===== src/rtl/bcd_down_timer.sv =====
// bcd_down_timer: loadable cascaded-BCD down counter with a one-clock terminal-count pulse.
// Define BCD_TIMER_AUTO_RELOAD_EN to restart from the last loaded value on enabled clocks in DONE.
`default_nettype none

module bcd_down_timer #(
    parameter int DIGITS = 2
) (
    input  logic                clock,
    input  logic                clr,
    input  logic [4*DIGITS-1:0] data,
    input  logic                loadn,
    input  logic                enable,
    output logic [4*DIGITS-1:0] count,
    output logic                tc,
    output logic                zero,
    output logic                busy
);

    localparam int W = 4 * DIGITS;

    typedef enum logic [1:0] {
        IDLE  = 2'd0,
        COUNT = 2'd1,
        DONE  = 2'd2
    } state_t;

    state_t         state_q;
    logic [W-1:0]   count_q;
    logic           tc_q;
    logic [W-1:0]   load_d;
    logic [W-1:0]   dec_d;

    // Each load digit is clamped to 9 so count can never hold a non-BCD digit.
    for (genvar g = 0; g < DIGITS; g++) begin : g_sanitise
        assign load_d[4*g +: 4] = (data[4*g +: 4] > 4'd9) ? 4'd9 : data[4*g +: 4];
    end

    always_comb begin
        logic borrow;
        dec_d  = count_q;
        borrow = 1'b1;
        for (int i = 0; i < DIGITS; i++) begin
            if (borrow) begin
                if (count_q[4*i +: 4] == 4'd0) begin
                    dec_d[4*i +: 4] = 4'd9;
                end else begin
                    dec_d[4*i +: 4] = count_q[4*i +: 4] - 4'd1;
                    borrow          = 1'b0;
                end
            end
        end
    end

`ifdef BCD_TIMER_AUTO_RELOAD_EN
    // The reload register only has a consumer in the auto-reload build.
    logic [W-1:0] reload_q;

    always_ff @(posedge clock or posedge clr) begin
        if (clr) begin
            reload_q <= '0;
        end else if (!loadn) begin
            reload_q <= load_d;
        end
    end
`endif

    always_ff @(posedge clock or posedge clr) begin
        if (clr) begin
            state_q <= IDLE;
            count_q <= '0;
            tc_q    <= 1'b0;
        end else if (!loadn) begin
            count_q <= load_d;
            state_q <= (load_d != '0) ? COUNT : DONE;
            tc_q    <= 1'b0;
        end else if (!enable) begin
            tc_q <= 1'b0;
        end else begin
            tc_q <= 1'b0;
            case (state_q)
                COUNT: begin
                    if (count_q == '0) begin
                        state_q <= DONE;
                    end else begin
                        count_q <= dec_d;
                        if (dec_d == '0) begin
                            tc_q    <= 1'b1;
                            state_q <= DONE;
                        end
                    end
                end
                DONE: begin
`ifdef BCD_TIMER_AUTO_RELOAD_EN
                    count_q <= reload_q;
                    state_q <= (reload_q != '0) ? COUNT : DONE;
`else
                    count_q <= '0;
                    state_q <= DONE;
`endif
                end
                default: begin
                    count_q <= '0;
                    state_q <= IDLE;
                end
            endcase
        end
    end

    assign count = count_q;
    assign tc    = tc_q;
    assign zero  = (count_q == '0);
    assign busy  = (state_q == COUNT);

endmodule

`default_nettype wire


===== config.mk =====
export PLATFORM = sky130hd
export DESIGN_NAME = bcd_down_timer
export DESIGN_NICKNAME = d
export VERILOG_FILES = /design/src/rtl/bcd_down_timer.sv
export SDC_FILE = /design/constraint.sdc
export NUM_CORES = 1
export LEC_CHECK = 0
export CAP_MARGIN = 0
export CORE_ASPECT_RATIO = 1.1
export CORE_UTILIZATION = 44
export CTS_CLUSTER_DIAMETER = 200
export CTS_CLUSTER_SIZE = 25
export DETAILED_ROUTE_END_ITERATION = 7
export PLACE_DENSITY = 0.76
export SLEW_MARGIN = 5
export SYNTH_ARGS = -nofsm -noshare
export SYNTH_HDL_FRONTEND = slang
export SYNTH_SLANG_ARGS = --single-unit

===== constraint.sdc =====
create_clock -name clock -period 2.3 [get_ports clock]
set_clock_uncertainty 0.15 [all_clocks]
set_input_delay 0.23 -clock clock [delete_from_list [all_inputs] [get_ports clock]]
set_output_delay 0.23 -clock clock [all_outputs]
set_load 0.03 [all_outputs]

==> out/qor.txt, run 1 <==
Run status: completed
Mean Syn Cell Area: 8.336 µm²
Min-Delay Path Class: input port to async pin
Worst-path clk slew: 0.08 ns
Sw frac: 39.72%
Clock power share: 20.3%
# IOs: 23
Drt pass-1 iters: 4
Synthesis Warnings: 0
Die Area: 1795 µm²
Max frequency: 498.7 MHz
CP Launch Type: flop
# Max-Cap Violations: 0
Final hold vios: 0
Slew margin rel.: 65.30%
Drt total wl: 2.017 mm
CP max FO: 5
Total grt overflow: 0
P_leak: 0.4220 nW
Overall routing resource usage: 27.79%
Non-filler cells, final: 128
DP Wirelength: 1.430 mm
Vias per std cell: 6.211
CTS Hold Bufs: 0
Worst VDD drop: 0.5409 mV
Total Power: 0.6875 mW
Remaining antenna violation count after routing: 0
Sinks on the clock net: 11
H-tree level count: 1
Cell Area, Synth: 716.9 µm²
DR DRC count: 0
Maximum number of pins on one net before global-route repair: 12
Clock buffer depth: 2
Nets: 126
Post-layout util: 68.29%
NetSw: 0.2731 mW
CTS buffer count: 3
Vias in the first global route: 735
Initial DRC Count: 60
FP Rows: 14
Skew-Pair Late Insertion Delay: 0.27 ns
Starting density of the core: 49.91%
Critical Path End Type: output pin
TritonCTS clock tree: done
Unrepaired setup endpoints after global routing: no
Power Density: 700.9 nW/µm²
Yosys cell types: 31
PortBufs: 22
Area delta synth->final: 36.82%
CTS Root Cell: clkbuf_4
Flop pwr share: 37.5%
Antenna violations before repair: 0
Total number of vias: 795
Placed insts: 124
Setup repair bufs after CTS: 0
Post-Syn Nets: 99
Final Wtd Congestion: 0.8703
Wire length per cell: 15.76 µm
Period minus WS final: 2.005 ns
Crit path arrival time: 1.63 ns
Core box area: 1436 µm²
Data required, critical path: 1.92 ns
CP Class: flop to output pin
Die height: 44.34 µm
Slew Viols, Final: 0
# resized after CTS: 0
First-pass GRT wire length: 3.339 mm
Die W: 40.49 µm
Fraction of layout cells with a size suffix above 1: 8.929%
Internal: 0.4145 mW
Register area share after synthesis: 38.39%
Syn Inst Count: 86
Crit share post-route: 87.18%
Final setup violation count: 0
Yosys reg bits: 11
Slew at the pin closest to its max-slew limit: 0.5157 ns
Gate power share: 42.2%
Setup TNS: 0 ns
Ant diodes: 0
-- worst max-delay path, cell delays in order, from the launching register on --
cell             delay (ns)
dfrtp_1                0.38
inv_1                  0.06
ha_1                   0.22
clkdlybuf4s50_1        0.70
-- layer usage --
layer / global-route usage, % / vias to the layer above / wire length, µm
li1: - / 376 / -
met1: 40.71 / 359 / 882
met2: 37.46 / 58 / 905
met3: 8.040 / 2 / 213
met4: 12.00 / 0 / 15
met5: 0 / - / 0
-- kinds of logic after synthesis --
kind of cell | after synthesis | share of synthesized area (%)
compound gates | 33 | 27.05
fa+ha+maj | 1 | 1.745
buf+inv | 9 | 6.282
flops | 11 | 38.39
mux | 1 | 1.571
simple gates | 31 | 24.96
-- layout make-up --
| type | count | area [µm²] |
|---|---|---|
| Fill cell | 119 | 455.4 |
| Multi-Input combinational cell | 66 | 396.6 |
| Sequential cell | 11 | 275.3 |
| Timing Repair Buffer | 25 | 240.2 |
| Clock buffer | 4 | 26.28 |
| Inverter | 6 | 22.52 |
| Tap cell | 16 | 20.02 |
-- final timing paths --
path | startpoint | end | slack, ns | cells past startpoint
min reg2reg | state_q[1] | state_q[1] | 0.35 | 1
min | clr | count[5] | 0.1 | 2
max reg2reg | count[3] | count[6] | 0.31 | 4
min in group clock | state_q[1] | state_q[1] | 0.35 | 1
max | state_q[1] | busy | 0.29 | 3
max in group asynchronous | clr | state_q[1] | 1.60 | 2
-- metrics by stage --
step / hold WS, ns / cell area [µm²] / worst slack (ns)
floorplan: -0.06756 / 716.9 / 0.2749
global placement: 0.3217 / 954.7 / 0.2723
detailed placement: 0.3361 / 954.7 / 0.2668
CTS: 0.1277 / 980.9 / 0.2928
global route: 0.1633 / 980.9 / 0.2191
finish: 0.09822 / 980.9 / 0.2949
-- Yosys cell counts --
cell / number / area (µm²)
a21oi_1: 11 / 55.05
a22o_1: 1 / 8.760
a22oi_1: 2 / 15.01
a31oi_1: 3 / 18.77
a41o_1: 1 / 10.01
and2_1: 1 / 6.260
and3_1: 3 / 18.77
and4_1: 1 / 8.760
buf_4: 1 / 7.510
buf_6: 1 / 11.26
clkbuf_1: 1 / 3.750
dfrtp_1: 11 / 275.3
ha_1: 1 / 12.51
inv_1: 6 / 22.52
mux2_2: 1 / 11.26
nand2_1: 2 / 7.510
nand2b_1: 2 / 12.51
nand3_1: 1 / 5.000
nor2_1: 6 / 22.52
nor2b_1: 1 / 6.260
nor3_1: 4 / 20.02
nor4_1: 6 / 37.54
nor4b_1: 1 / 8.760
o21a_1: 1 / 7.510
o21ai_0: 10 / 50.05
o21bai_1: 1 / 7.510
o22a_1: 1 / 8.760
o22ai_1: 2 / 12.51
or2_2: 1 / 6.260
or4_1: 1 / 7.510
or4_4: 1 / 11.26
-- layout by cell type (no fill, tap or decap), types with 2 or more instances in the layout --
cell type and n:
a21oi_1 11, a22oi_1 2, a31oi_1 3, and3_1 3, buf_4 4, clkbuf_4 3
clkdlybuf4s50_1 21, dfrtp_1 11, inv_1 6, nand2_1 2, nand2b_1 2, nor2_1 6
nor3_1 4, nor4_1 6, o21ai_0 10, o22ai_1 2
-- power by group through the flow --
| stage | clock (mW) | sequential, mW | combinational [mW] |
|---|---|---|---|
| 6_report | 0.139 | 0.258 | 0.290 |
| 5_1_grt | 0.153 | 0.262 | 0.312 |
| 4_1_cts | 0.138 | 0.256 | 0.289 |
| 3_5_place_dp | 0 | 0.260 | 0.287 |
| 3_3_place_gp | 0 | 0.260 | 0.286 |
| 2_1_floorplan | 0 | 0.293 | 0.137 |
-- flip-flops by register name, summed over array words and instances (netlist names) --
| register | cells |
|---|---|
| count | 8 |
| state_q | 2 |
| tc | 1 |
Note: power is estimated with default switching activity, not from simulation.
==> run 2, diff against run 1 <==
--- a/config.mk
+++ b/config.mk
@@ -9,10 +9,11 @@
 export CORE_ASPECT_RATIO = 1.1
 export CORE_UTILIZATION = 44
 export CTS_CLUSTER_DIAMETER = 200
-export CTS_CLUSTER_SIZE = 25
+export CTS_CLUSTER_SIZE = 10
 export DETAILED_ROUTE_END_ITERATION = 7
 export PLACE_DENSITY = 0.76
 export SLEW_MARGIN = 5
 export SYNTH_ARGS = -nofsm -noshare
 export SYNTH_HDL_FRONTEND = slang
 export SYNTH_SLANG_ARGS = --single-unit
+export TNS_END_PERCENT = 50
==> results of run 2 <==
The final DEF is identical to that of run 1; final timing and power are the same.
